==> config.mk <==
export PLATFORM = sky130hd
export DESIGN_NAME = position_aggregator_flat
export DESIGN_NICKNAME = d
export VERILOG_FILES = /design/src/rtl/position_aggregator_if.sv /design/src/rtl/position_aggregator.sv /design/src/flat_wrapper.sv
export SDC_FILE = /design/constraint.sdc
export NUM_CORES = 1
export LEC_CHECK = 0
export CAP_MARGIN = 20
export CORE_MARGIN = 5
export CORE_UTILIZATION = 55
export DETAILED_ROUTE_END_ITERATION = 12
export GPL_ROUTABILITY_DRIVEN = 0
export PLACE_DENSITY = 0.85
export SETUP_SLACK_MARGIN = 0.05
export SLEW_MARGIN = 0
export SYNTH_ARGS = -nofsm -noshare
export SYNTH_HDL_FRONTEND = slang
export SYNTH_SLANG_ARGS = --single-unit
export TNS_END_PERCENT = 30
==> constraint.sdc <==
create_clock -name clk -period 9.63 [get_ports clk]
set_clock_uncertainty 0.2 [all_clocks]
set_input_delay 0.963 -clock clk [delete_from_list [all_inputs] [get_ports clk]]
set_output_delay 0.963 -clock clk [all_outputs]
set_load 0.03 [all_outputs]
==> src/rtl/position_aggregator_if.sv <==
// Trade input, portfolio output and error flags of the position aggregator.
interface position_aggregator_if #(
  parameter int NUM_SLOTS = 8,
  parameter int QTY_W     = 16
);
  localparam int CNT_W = $clog2(NUM_SLOTS + 1);

  logic                             trade_valid;
  logic                             trade_ready;
  logic [QTY_W-1:0]                 trade_qty;
  logic [7:0]                       trade_maturity;
  logic                             trade_last;
  logic [NUM_SLOTS-1:0][QTY_W-1:0]  position;
  logic [NUM_SLOTS-1:0][7:0]        maturity;
  logic [CNT_W-1:0]                 slot_count;
  logic                             pos_valid;
  logic                             pos_ack;
  logic                             err_full;
  logic                             err_sat;
  logic                             err_illegal;

  modport master (
    output trade_valid, trade_qty, trade_maturity, trade_last, pos_ack,
    input  trade_ready, position, maturity, slot_count, pos_valid,
    input  err_full, err_sat, err_illegal
  );

  modport slave (
    input  trade_valid, trade_qty, trade_maturity, trade_last, pos_ack,
    output trade_ready, position, maturity, slot_count, pos_valid,
    output err_full, err_sat, err_illegal
  );
endinterface

==> src/rtl/position_aggregator.sv <==
// Nets signed trades by contract maturity into position slots and
// holds the finished portfolio until the consumer acknowledges it.
module position_aggregator #(
  parameter int NUM_SLOTS = 8,
  parameter int QTY_W     = 16
) (
  input  logic                 clk,
  input  logic                 reset,
  position_aggregator_if.slave bus
);
  localparam int IDX_W = $clog2(NUM_SLOTS);
  localparam int CNT_W = $clog2(NUM_SLOTS + 1);
  localparam logic [7:0] ILLEGAL = 8'hFF;

  typedef enum logic {ACCUM, HOLD} state_e;

  state_e                          state_q;
  logic [NUM_SLOTS-1:0][QTY_W-1:0] pos_q;
  logic [NUM_SLOTS-1:0][7:0]       mat_q;
  logic [CNT_W-1:0]                cnt_q;
  logic                            valid_q;
  logic                            full_q;
  logic                            sat_q;
  logic                            ill_q;

  logic                 hit;
  logic                 free;
  logic [IDX_W-1:0]     hit_idx;
  logic [IDX_W-1:0]     free_idx;
  logic signed [QTY_W:0] sum_d;
  logic [QTY_W-1:0]     acc_d;
  logic                 ovf_d;
  logic                 take;
  logic                 do_ill;
  logic                 do_acc;
  logic                 do_new;
  logic                 do_full;

  // A free slot is marked by the reserved maturity, so no separate
  // allocation bits are kept. Descending scan leaves the lowest index.
  always_comb begin
    hit      = 1'b0;
    free     = 1'b0;
    hit_idx  = '0;
    free_idx = '0;
    for (int i = NUM_SLOTS - 1; i >= 0; i--) begin
      if (mat_q[i] != ILLEGAL && mat_q[i] == bus.trade_maturity) begin
        hit     = 1'b1;
        hit_idx = IDX_W'(i);
      end
      if (mat_q[i] == ILLEGAL) begin
        free     = 1'b1;
        free_idx = IDX_W'(i);
      end
    end
  end

  always_comb begin
    sum_d = $signed({pos_q[hit_idx][QTY_W-1], pos_q[hit_idx]})
          + $signed({bus.trade_qty[QTY_W-1], bus.trade_qty});
    ovf_d = sum_d[QTY_W] ^ sum_d[QTY_W-1];
    acc_d = ovf_d ? {sum_d[QTY_W], {(QTY_W-1){~sum_d[QTY_W]}}}
                  : sum_d[QTY_W-1:0];
  end

  assign take    = (state_q == ACCUM) && bus.trade_valid;
  assign do_ill  = take && (bus.trade_maturity == ILLEGAL);
  assign do_acc  = take && !do_ill && hit;
  assign do_new  = take && !do_ill && !hit && free;
  assign do_full = take && !do_ill && !hit && !free;

  always_ff @(posedge clk or negedge reset) begin
    if (!reset) begin
      state_q <= ACCUM;
      pos_q   <= '0;
      mat_q   <= '1;
      cnt_q   <= '0;
      valid_q <= 1'b0;
      full_q  <= 1'b0;
      sat_q   <= 1'b0;
      ill_q   <= 1'b0;
    end else begin
      unique case (state_q)
        ACCUM: begin
          unique case (1'b1)
            do_ill: ill_q <= 1'b1;
            do_acc: begin
              pos_q[hit_idx] <= acc_d;
              sat_q          <= sat_q | ovf_d;
            end
            do_new: begin
              pos_q[free_idx] <= bus.trade_qty;
              mat_q[free_idx] <= bus.trade_maturity;
              cnt_q           <= cnt_q + CNT_W'(1);
            end
            do_full: full_q <= 1'b1;
            default: ;
          endcase
          if (take && bus.trade_last) begin
            state_q <= HOLD;
            valid_q <= 1'b1;
          end
        end
        HOLD: begin
          if (bus.pos_ack) begin
            state_q <= ACCUM;
            valid_q <= 1'b0;
            pos_q   <= '0;
            mat_q   <= '1;
            cnt_q   <= '0;
            full_q  <= 1'b0;
            sat_q   <= 1'b0;
            ill_q   <= 1'b0;
          end
        end
        default: state_q <= ACCUM;
      endcase
    end
  end

  assign bus.trade_ready = (state_q == ACCUM);
  assign bus.position    = pos_q;
  assign bus.maturity    = mat_q;
  assign bus.slot_count  = cnt_q;
  assign bus.pos_valid   = valid_q;
  assign bus.err_full    = full_q;
  assign bus.err_sat     = sat_q;
  assign bus.err_illegal = ill_q;
endmodule
==> src/flat_wrapper.sv <==
// flat-port wrapper written by rule: the top's interface ports become plain ports
module position_aggregator_flat 
#(
  parameter int NUM_SLOTS = 8,
  parameter int QTY_W     = 16
)
  (clk, reset, bus_trade_valid, bus_trade_qty, bus_trade_maturity, bus_trade_last, bus_pos_ack, bus_trade_ready, bus_position, bus_maturity, bus_slot_count, bus_pos_valid, bus_err_full, bus_err_sat, bus_err_illegal);
  position_aggregator_if #(.NUM_SLOTS(NUM_SLOTS), .QTY_W(QTY_W)) bus_i ();
  input  logic clk;
  input  logic reset;
  input wire logic [$bits(bus_i.trade_valid)-1:0] bus_trade_valid;
  input wire logic [$bits(bus_i.trade_qty)-1:0] bus_trade_qty;
  input wire logic [$bits(bus_i.trade_maturity)-1:0] bus_trade_maturity;
  input wire logic [$bits(bus_i.trade_last)-1:0] bus_trade_last;
  input wire logic [$bits(bus_i.pos_ack)-1:0] bus_pos_ack;
  output wire logic [$bits(bus_i.trade_ready)-1:0] bus_trade_ready;
  output wire logic [$bits(bus_i.position)-1:0] bus_position;
  output wire logic [$bits(bus_i.maturity)-1:0] bus_maturity;
  output wire logic [$bits(bus_i.slot_count)-1:0] bus_slot_count;
  output wire logic [$bits(bus_i.pos_valid)-1:0] bus_pos_valid;
  output wire logic [$bits(bus_i.err_full)-1:0] bus_err_full;
  output wire logic [$bits(bus_i.err_sat)-1:0] bus_err_sat;
  output wire logic [$bits(bus_i.err_illegal)-1:0] bus_err_illegal;
  assign bus_i.trade_valid = bus_trade_valid;
  assign bus_i.trade_qty = bus_trade_qty;
  assign bus_i.trade_maturity = bus_trade_maturity;
  assign bus_i.trade_last = bus_trade_last;
  assign bus_i.pos_ack = bus_pos_ack;
  assign bus_trade_ready = bus_i.trade_ready;
  assign bus_position = bus_i.position;
  assign bus_maturity = bus_i.maturity;
  assign bus_slot_count = bus_i.slot_count;
  assign bus_pos_valid = bus_i.pos_valid;
  assign bus_err_full = bus_i.err_full;
  assign bus_err_sat = bus_i.err_sat;
  assign bus_err_illegal = bus_i.err_illegal;
  position_aggregator #(.NUM_SLOTS(NUM_SLOTS), .QTY_W(QTY_W)) u_core (.clk(clk), .reset(reset), .bus(bus_i));
endmodule
==> impl_metrics.json <==
{
  "ff2ff_setup_slack_ps": 2590,
  "pwr_density_cell_nw_per_um2": 369,
  "rsz0062_at_grt": "false",
  "finalWirelength_microns": 44300,
  "cp_slowest_cell": "o221a_2",
  "internal-power_mw": 2.87,
  "synth_area_sq_um": 12300,
  "outcome": "finished, final reports clean",
  "cts_buffer_depth": 3,
  "pwr-share-seq": 0.261,
  "initial_core_util": 0.561,
  "fp.dieW_microns": 159,
  "ys_warn_count": 0,
  "rr_startpoint": "u_core.bus.maturity[7]",
  "drive_above_1_share": 0.187,
  "p_total_mw": 5.67,
  "cp.depth": 18,
  "synth.distinct_cells": 81,
  "grt_pass1_vias": 11500,
  "period_minus_slack_ps": 7890,
  "path_clk_slew_ps": 60,
  "ir_worst_vdd_uv": 275,
  "portBuffers": 229,
  "r2r-end": "u_core.bus.position[78]",
  "synth_mux_area_frac": 0.166,
  "leakagePower_nw": 6.41,
  "path_cells": "clkdlybuf4s50_1 > xor2_1 > nor4_1 > nand3_1 > nand2b_1 > o221a_2 > mux2i_1 > a221o_1 > a21oi_1 > ha_1 > and3_1 > a221oi_2 > o22ai_1 > or4_1 > and3_1 > o31ai_2 > o22ai_1 > mux2_2",
  "worst_pin_slew_ps": 1000,
  "cap_violations": 0,
  "cts_resized": 0,
  "worst-path-buf-inv": 1,
  "synth_flop_cell": "dfrtp_1",
  "drc": 0,
  "root_buffer": "clkbuf_16",
  "path_max_fanout": 22,
  "dr.pass1.iters": 8,
  "io_pins": 230,
  "drtIter0Drc": 1567,
  "tns_ps": 0,
  "synth_nets": 1217,
  "syn_inst": 1169,
  "core_sq_um": 21900,
  "dp_hpwl_microns": 31900,
  "layout.nets": 1409,
  "die_area_sq_um": 25400,
  "reg2reg_depth": 17,
  "cts_inserted_buffers": 22,
  "grt_pass1_wl_microns": 68700,
  "setup_viol": 0,
  "synth_xor_area_frac": 0.0542,
  "cts.sinks": 201,
  "final.setup.worst_slack_ps": 1740,
  "grt_overflow_total": 0,
  "drv_slew": 0,
  "grt_use_total": 0.334,
  "fmax_mhz": 127,
  "synth_top_family_by_area": "compound AO/OA/AOI/OAI gates",
  "slew_headroom": 0.333,
  "clkPwrFrac": 0.153,
  "swShare": 0.493,
  "vias": 11700,
  "synth.avg_cell_area_sq_um": 10.5,
  "final_common_cell": "clkdlybuf4s50_1",
  "routedWlPerCell_microns": 26.7,
  "cp_data_arrival_time_ps": 8100,
  "rows": 54,
  "yosysSeqAreaShare": 0.416,
  "final_hold_viol_count": 0,
  "antennaDiodeCount": 0,
  "ant_nets": 0,
  "cp_data_required_time_ps": 9830,
  "postCtsSetupRepairBufs": 0,
  "area_delta_synth_final_pct": 25.1,
  "ctsHoldBuffers": 0,
  "critical_path_class": "in -> reg",
  "switchingPower_mw": 2.80,
  "h-tree-depth": 1,
  "synthSimpleGateAreaFrac": 0.117,
  "ys_seq_elements": 201,
  "period_share": 0.819,
  "critPathCaptureType": "flip-flop",
  "synth_edf_count": 0,
  "cts_tree": "built",
  "synth-compound-area-share": 0.189,
  "synthAdderAreaFrac": 0.0208,
  "cp_top_family": "compound AO/OA/AOI/OAI gates",
  "worst_setup_path_start_kind": "input port",
  "cpPeakStageDelay_ps": 850,
  "dieHeight_microns": 159,
  "antenna_found_initial": 1,
  "comb_power_share": 0.586,
  "clk_latency_ps": 520,
  "placed_area_sq_um": 14600,
  "via_per_inst": 7.06,
  "stdcell_area_sq_um": 15400,
  "pre_cts_ws_ps": 1460,
  "final_cell_mix": "clkdlybuf4s50_1, dfrtp_1, o22ai_1, nand2_1, mux2_2",
  "grt_max_degree": 79,
  "synthArstFlopShare": 1.00,
  "hp-class": "in -> async"
}
[power groups by stage]
stage	Combinational, mW	Clock, mW	Sequential, mW
floorplan	1.69	0	1.84
global placement	3.11	0	1.47
detailed placement	3.18	0	1.47
CTS	3.21	0.861	1.47
global route	3.46	0.905	1.50
finish	3.32	0.865	1.48
[through the flow]
stage	hold slack, ps	util	instances
2_1_floorplan	356	-	1169
3_3_place_gp	300	0.666	1615
3_5_place_dp	306	0.666	1615
4_1_cts	256	0.700	1655
5_1_grt	282	0.702	1657
6_report	231	0.702	1657
[registers in the layout (all words and copies together), names as in the netlist]
signal	count
u_core.bus.pos_valid	1
u_core.bus.err_illegal	1
u_core.bus.err_full	1
u_core.bus.err_sat	1
u_core.bus.position	128
u_core.state_q	1
u_core.bus.slot_count	4
u_core.bus.maturity	64
[routing by layer]
layer / GRT usage / vias to the layer above / share of wire / routed length, microns
li1: - / 4812 / - / -
met3: 0.101 / 165 / 0.14 / 6210
met2: 0.499 / 994 / 0.44 / 19500
met5: 0 / - / 0.00029 / 13
met1: 0.464 / 5726 / 0.38 / 16900
met4: 0.119 / 2 / 0.039 / 1720
[worst max path at each step]
stage	start	to	slack [ps]
6_report	bus_trade_maturity[7]	u_core.bus.position[78]	1740
4_1_cts	bus_trade_maturity[7]	u_core.bus.position[78]	1930
2_1_floorplan	bus_trade_maturity[4]	u_core.bus.position[101]	3680
3_3_place_gp	bus_trade_maturity[2]	u_core.bus.position[30]	1650
3_5_place_dp	bus_trade_maturity[7]	u_core.bus.position[78]	1460
5_1_grt	bus_trade_maturity[7]	u_core.bus.position[78]	1390
[Yosys cell counts, types with 4 or more instances]
cell type | instances | area (sq um)
a211oi_1 | 15 | 113
a21o_1 | 8 | 60.1
a21oi_1 | 27 | 135
a21oi_2 | 7 | 61.3
a21oi_4 | 5 | 81.3
a2bb2oi_1 | 24 | 210
and2_1 | 5 | 31.3
and3_1 | 4 | 25.0
buf_2 | 21 | 105
buf_4 | 7 | 52.6
buf_6 | 9 | 101
clkbuf_1 | 31 | 116
dfrtp_1 | 137 | 3430
dfstp_2 | 64 | 1680
ha_1 | 18 | 225
inv_1 | 13 | 48.8
mux2_1 | 60 | 676
mux2_2 | 86 | 968
mux2_4 | 10 | 150
mux2i_1 | 24 | 240
nand2_1 | 88 | 330
nand3_1 | 22 | 110
nand4_1 | 33 | 206
nor2_1 | 49 | 184
nor2_2 | 4 | 25.0
nor3_1 | 14 | 70.1
nor4_1 | 11 | 68.8
o21ai_0 | 65 | 325
o21ai_2 | 5 | 43.8
o221ai_1 | 5 | 43.8
o22a_1 | 15 | 131
o22ai_1 | 105 | 657
o2bb2ai_1 | 12 | 105
or2_2 | 9 | 56.3
or3_1 | 9 | 56.3
xnor2_1 | 62 | 543
xor2_1 | 14 | 123
[logic make-up after synthesis]
group / after synthesis
XOR/XNOR: 76
AO/OA/AOI/OAI: 329
AND/OR/NAND/NOR: 279
flip-flops: 201
multiplexers: 180
buffers and inverters: 84
adder cells (fa/ha/maj): 20
[cell type report]
| type | instances | area [sq um] |
|---|---|---|
| multi-input cells | 884 | 6720 |
| fillers | 1557 | 6530 |
| clock buffers | 27 | 601 |
| flip-flops and latches | 201 | 5110 |
| repair buffers | 239 | 2400 |
| clock inverters | 13 | 125 |
| inverters | 13 | 48.8 |
| well taps | 280 | 350 |
No activity file was read; power rests on OpenSTA's default activity.
